--- config.mk ---
export PLATFORM = sky130hd
export DESIGN_NAME = jstk_velocity_filter
export DESIGN_NICKNAME = d
export VERILOG_FILES = /design/src/rtl/jstk_pkg.sv /design/src/rtl/jstk_avg_ring.sv /design/src/rtl/jstk_velocity_filter.sv
export SDC_FILE = /design/constraint.sdc
export NUM_CORES = 1
export LEC_CHECK = 0
export ABC_AREA = 0
export CAP_MARGIN = 20
export CORE_MARGIN = 2
export CORE_UTILIZATION = 40
export CTS_BUF_LIST = sky130_fd_sc_hd__clkbuf_8
export DETAILED_ROUTE_END_ITERATION = 8
export DONT_BUFFER_PORTS = 1
export PLACE_DENSITY_LB_ADDON = 0.05
export SYNTH_ARGS = -nofsm -noshare
export SYNTH_HDL_FRONTEND = slang
export SYNTH_SLANG_ARGS = --single-unit
--- constraint.sdc ---
create_clock -name clk -period 15.6 [get_ports clk]
set_input_delay 3.12 -clock clk [delete_from_list [all_inputs] [get_ports clk]]
set_output_delay 3.12 -clock clk [all_outputs]
set_load 0.02 [all_outputs]
--- src/rtl/jstk_pkg.sv ---
// jstk_pkg: shared widths, defaults and types for the joystick velocity filter.
package jstk_pkg;
    localparam int JSTK_W     = 10;
    localparam int VEL_W      = 11;
    localparam int CENTER_DEF = 512;

    typedef logic [VEL_W-1:0] velocity_t;
    typedef enum logic [1:0] {FILL, RUN, STALE} filt_state_t;
endpackage

--- src/rtl/jstk_avg_ring.sv ---
// jstk_avg_ring: N-deep sample ring with running sum; clr restarts the ring so a
// simultaneous write becomes the first entry.
module jstk_avg_ring
    import jstk_pkg::*;
#(
    parameter int DATA_W   = JSTK_W,
    parameter int AVG_LOG2 = 3
) (
    input  logic                       clk,
    input  logic                       rst_n,
    input  logic                       clr,
    input  logic                       wr,
    input  logic [DATA_W-1:0]          din,
    output logic [DATA_W+AVG_LOG2-1:0] sum,
    output logic                       full,
    output logic                       last
);
    localparam int N  = 1 << AVG_LOG2;
    localparam int SW = DATA_W + AVG_LOG2;

    logic [DATA_W-1:0]   mem_q [N];
    logic [AVG_LOG2-1:0] ptr_q, ptr_d, ptr_base;
    logic [AVG_LOG2:0]   cnt_q, cnt_d, cnt_base;
    logic [SW-1:0]       sum_q, sum_d, sum_base;
    logic [DATA_W-1:0]   oldest;

    assign sum  = sum_q;
    assign full = cnt_q[AVG_LOG2];
    assign last = cnt_q == (AVG_LOG2 + 1)'(N - 1);

    // Until the ring is full the entry being replaced counts as zero.
    always_comb begin
        ptr_base = clr ? '0 : ptr_q;
        cnt_base = clr ? '0 : cnt_q;
        sum_base = clr ? '0 : sum_q;
        oldest   = (full && !clr) ? mem_q[ptr_q] : '0;
        ptr_d    = wr ? ptr_base + 1'b1 : ptr_base;
        cnt_d    = (wr && !cnt_base[AVG_LOG2]) ? cnt_base + 1'b1 : cnt_base;
        sum_d    = wr ? sum_base + SW'(din) - SW'(oldest) : sum_base;
    end

    always_ff @(posedge clk) begin
        if (wr) mem_q[ptr_base] <= din;
    end

    always_ff @(posedge clk or negedge rst_n) begin
        if (!rst_n) begin
            ptr_q <= '0;
            cnt_q <= '0;
            sum_q <= '0;
        end else begin
            ptr_q <= ptr_d;
            cnt_q <= cnt_d;
            sum_q <= sum_d;
        end
    end
endmodule

--- src/rtl/jstk_velocity_filter.sv ---
// jstk_velocity_filter: averages raw joystick X samples, applies a centre deadband
// and slew limit, and falls back to CENTER when the sample stream goes stale.
module jstk_velocity_filter
    import jstk_pkg::*;
#(
    parameter int DATA_W      = JSTK_W,
    parameter int AVG_LOG2    = 3,
    parameter int CENTER      = CENTER_DEF,
    parameter int DEADBAND    = 20,
    parameter int SLEW_MAX    = 64,
    parameter int TIMEOUT_CYC = 10_000_000
) (
    input  logic              clk,
    input  logic              rst_n,
    input  logic [DATA_W-1:0] sample_x,
    input  logic              sample_valid,
    output logic [VEL_W-1:0]  velocity,
    output logic              velocity_valid,
    output logic              stale
);
    localparam int SW   = DATA_W + AVG_LOG2;
    localparam int WD_W = $clog2(TIMEOUT_CYC + 1);
    localparam logic signed [11:0] DB   = 12'(DEADBAND);
    localparam logic signed [11:0] SL   = 12'(SLEW_MAX);
    localparam logic signed [11:0] VMAX = 12'((1 << DATA_W) - 1);

    filt_state_t       state_q, state_d;
    logic [WD_W-1:0]   wd_q, wd_d;
    logic              upd_q, upd_d, vv_q, vv_d;
    velocity_t         vel_q, vel_d;
    logic [SW-1:0]     sum;
    logic              ring_full, ring_last, expire;
    logic [DATA_W-1:0] avg, target;
    logic signed [11:0] dev, diff, step, nxt;

    jstk_avg_ring #(.DATA_W(DATA_W), .AVG_LOG2(AVG_LOG2)) u_ring (
        .clk  (clk),
        .rst_n(rst_n),
        .clr  (sample_valid && state_q == STALE),
        .wr   (sample_valid),
        .din  (sample_x),
        .sum  (sum),
        .full (ring_full),
        .last (ring_last)
    );

    assign velocity       = vel_q;
    assign velocity_valid = vv_q;
    assign stale          = state_q == STALE;

    // A sample arriving on the expiry cycle suppresses the timeout.
    always_comb begin
        expire  = !sample_valid && state_q != STALE && wd_q == WD_W'(TIMEOUT_CYC - 1);
        wd_d    = sample_valid ? '0 : (wd_q == WD_W'(TIMEOUT_CYC)) ? wd_q : wd_q + 1'b1;
        state_d = expire ? STALE
                : !sample_valid ? state_q
                : (state_q == STALE) ? FILL
                : (state_q == FILL && ring_last) ? RUN : state_q;
        upd_d   = sample_valid && state_q != STALE && (ring_full || ring_last);
        avg     = DATA_W'(sum >> AVG_LOG2);
        dev     = 12'(avg) - 12'(CENTER);
        target  = (dev >= -DB && dev <= DB) ? DATA_W'(CENTER) : avg;
        diff    = 12'(target) - 12'(vel_q);
        step    = (diff > SL) ? SL : (diff < -SL) ? -SL : diff;
        nxt     = 12'(vel_q) + step;
        vel_d   = expire ? VEL_W'(CENTER)
                : !upd_q ? vel_q
                : (nxt < 0) ? '0
                : (nxt > VMAX) ? VEL_W'(VMAX) : VEL_W'(nxt);
        vv_d    = expire || upd_q;
    end

    always_ff @(posedge clk or negedge rst_n) begin
        if (!rst_n) begin
            state_q <= FILL;
            wd_q    <= '0;
            upd_q   <= 1'b0;
            vv_q    <= 1'b0;
            vel_q   <= VEL_W'(CENTER);
        end else begin
            state_q <= state_d;
            wd_q    <= wd_d;
            upd_q   <= upd_d;
            vv_q    <= vv_d;
            vel_q   <= vel_d;
        end
    end
endmodule
==> impl_summary.md <==
Detailed routing
The routed layout has between 5,000 and 6,000 vias. The via density per instance is approximately 5.2. The first-iteration detailed-routing DRC count is roughly 150.

The routed design has 16,450 µm of wire. The post-detailed-route DRC marker count is 0. The detail-routed net length per standard cell is between 15 and 20 µm. The detail route stage leaves a number of antenna-violating nets equal to 0. Before antenna repair, the detailed router went through 4 iterations.

Yosys
Counting every instance in the synthesized netlist gives between 600 and 700. After synthesis the cells add up to approximately 7800 µm². When the netlist entered floorplanning its net count stood at 745. During synthesis, Yosys emitted a total of 0 warnings.

Summing the sequential cell areas from Yosys gives approximately half of the chip area. The synthesized design spends more area on one cell type than any other, namely edfxtp_1. The number of flip-flops and latches in the synthesized netlist is between 100 and 150. Yosys mapped a number of flops with a built-in enable equal to 80. By area the synthesized netlist is led by edfxtp_1 31%, dfrtp_1 19%, ha_1 6.2%. Synthesis instantiated 64 different standard cells from the library. The most used flip-flop cell after synthesis is edfxtp_1.

The mean cell area of the mapped netlist is approximately 11 µm². The share of async-settable or async-resettable flops after synthesis is a little over two fifths. The proportion of netlist area held by the largest area contributor is 30.75%.

Clock network
No sink is reached through more buffers than the 2 on the longest clock path. The clock net in this run drives a total of 139 sinks. The clock input transition at the sequential cells of the worst setup and hold paths is roughly 80 ps. TritonCTS built the clock tree.

The number of instances resized during post-cts repair is 0. Clock tree synthesis inserted a total of 17 buffers. After clock tree synthesis, the setup repair step added 0 buffers.

CTS placed an instance of clkbuf_8 at the clock tree root. The H-tree level count is 4. The number of hold buffers added after CTS was 0. At the later pin of the worst-skew pair, clock insertion delay measures approximately 450 ps.

Placed design
At the end of routability-driven placement, the weighted congestion stood at about 0.78. The number of input and output port buffers inserted is 0. The total placed instance area is 8164 µm². Detailed placement finished with a half-perimeter wire length of between 10,000 and 15,000 µm.

Die
The placeable core area is 19,330 µm². 26 I/O pins were placed. The x dimension of the die is around 140 µm.

The die span in y is ~140 µm. The initial core utilization is 40.40%. The site row count is around 50. The die covers slightly above 20,000 µm².

Worst setup path
The type of element capturing the critical path is a flip-flop. The required time of the critical path is between 15,000 and 20,000 ps. The kind of critical path is in2reg. The biggest fanout along the worst timing path is 53. The worst endpoint data arrival time is 7030 ps.

The type of origin of the critical path is an input port.

Timing
Setup violations remaining at the end of the flow were counted as 0. The max-slew violation count is 0. Summed over all failing endpoints, the final setup total negative slack is 0 ps. The post-route clock period utilization is between 40 and 50%. Derived from the worst setup path, the maximum achievable clock frequency is between 100 and 150 MHz. The number of endpoints with negative hold slack in the final report came to 0. The clock arrives with 15.69 ps of skew. The pin slew with the least headroom to its limit is approximately 1000 ps.

Setup repair after global routing left no endpoint under its margin. The headroom to the max-slew limit is 35.05%. The routed design could run at a clock period as short as approximately 6700 ps.

Layout
The number of nets at the end of the flow is 754. The library cells used most frequently in the layout, excluding fill and tap cells, are 80 x edfxtp_1, 68 x nor2_1, 58 x dfrtp_1. The repair_antennas step left the layout with diodes totalling 0.

The layout-stage area growth over the synthesis result is 9.915%. After filler insertion, the fill cell instance count of the layout stands at approximately 1,800. The fraction of layout cells with a size suffix above 1 is between 10% and 20%. The library cell used most frequently in the layout, excluding fill and tap cells, is edfxtp_1. The post-layout instance area is 8586 µm².

GRT
The total overflow left after global routing is 0. Global routing consumed, over all layers together, between 10% and 20% of the routing resources. Entering global routing, the biggest net connects 60 pins. The number of global-route vias before repair is approximately 5,300. The first global-routing pass estimated around 27,000 µm of wire. The number of antenna violations at the first check in global routing is 0.

Run status
The flow ran to the end, and the final reports show no timing, DRC or antenna violations.

Worst hold path
The type of the most critical hold path is reg2reg.

Run
The tool flagged a number of max-cap violations equal to 0.
[final timing paths]
| kind | endpoint | slack [ps] | cells past startpoint | startpoint |
|---|---|---|---|---|
| max | u_ring.sum[12] | 8890 | 14 | sample_valid |
| min | u_ring.sum[1] | 500 | 2 | u_ring.sum[1] |
| max reg2reg | velocity[9] | 9080 | 26 | u_ring.sum[11] |
| min in group asynchronous | velocity[0] | 2360 | 0 | rst_n |
| max in group asynchronous | velocity[9] | 13040 | 0 | rst_n |
| min reg2reg | u_ring.sum[1] | 500 | 2 | u_ring.sum[1] |
[cell type report]
cell class / count / area [µm²] / share of cell area (%)
clock buffer: 17 / 234.0 / 2.725
clock inverter: 14 / 187.7 / 2.186
inverter: 58 / 217.7 / 2.536
multi-input combinational: 466 / 3675 / 42.80
sequential: 139 / 3880 / 45.19
tap: 265 / 331.6 / 3.862
timing repair buffer: 8 / 60.06 / 0.6995
[synthesized netlist by cell type, drive strengths merged, types with 6 or more instances]
cell type   n
mux2       14
nand4       6
o21a       10
mux2i      12
xor2       20
and3        9
inv        58
a21oi      28
nor3       21
nor2       68
and2       11
nand2      44
or3        11
dfrtp      58
nand3      13
nor2b      11
ha         39
o32ai       8
edfxtp     80
or2         8
xnor2      20
o21ai      24
a21o        7
mux4       20
clkbuf     14
fa         12
[worst max-delay path: stages]
cell     delay (ps)
nand2_1         310
nand2_1         510
nor2_1          130
fa_1            520
inv_1            40
ha_1            320
nor2b_1         140
o21a_1          170
o21ai_1         200
a21oi_1         120
a21bo_2         210
o41ai_1         490
mux2_2          400
a221o_1         290
[registers in the layout, summed over array words and instances (netlist names)]
| register | flops |
|---|---|
| u_ring.ptr_q | 3 |
| velocity_valid | 1 |
| state_q | 2 |
| velocity | 11 |
| upd_q | 1 |
| u_ring.mem_q | 80 |
| wd_q | 24 |
| u_ring.cnt_q | 4 |
| u_ring.sum | 13 |
[cell families after synthesis]
group / Yosys count / synth area share (%)
muxes: 46 / 9.322
buffers and inverters: 76 / 3.668
and+or+nand+nor: 222 / 14.24
adders and majority gates: 51 / 9.322
xor gates and xnor gates: 40 / 4.485
DFF: 139 / 49.67
AOI/OAI and AO/OA: 107 / 9.290
[metal layers]
| metal | part of all wire (%) | wire length, µm | GRT usage, % | up-vias |
|---|---|---|---|---|
| li1 | - | - | - | 2476 |
| met2 | 50 | 8220 | 29.82 | 42 |
| met3 | 3.0 | 498 | 4.598 | 11 |
| met4 | 1.1 | 177 | 4.696 | 0 |
| met5 | 0 | 0 | 0 | - |
| met1 | 46 | 7556 | 20.97 | 2521 |
[metrics by stage]
| stage | util (%) | hold WS, ps | std cells | setup WS, ps |
|---|---|---|---|---|
| global route | 44.41 | 536.9 | 967 | 8599 |
| global placement | 42.22 | 473.8 | 936 | 8591 |
| floorplan | - | 452.9 | 681 | 8846 |
| detailed placement | 42.22 | 491.3 | 936 | 8435 |
| finish | 44.41 | 502.6 | 967 | 8894 |
| CTS | 44.41 | 508.1 | 967 | 8894 |
Power is not shown: default switching activity piles up to over one toggle a cycle in this logic, so the estimate is an artifact.
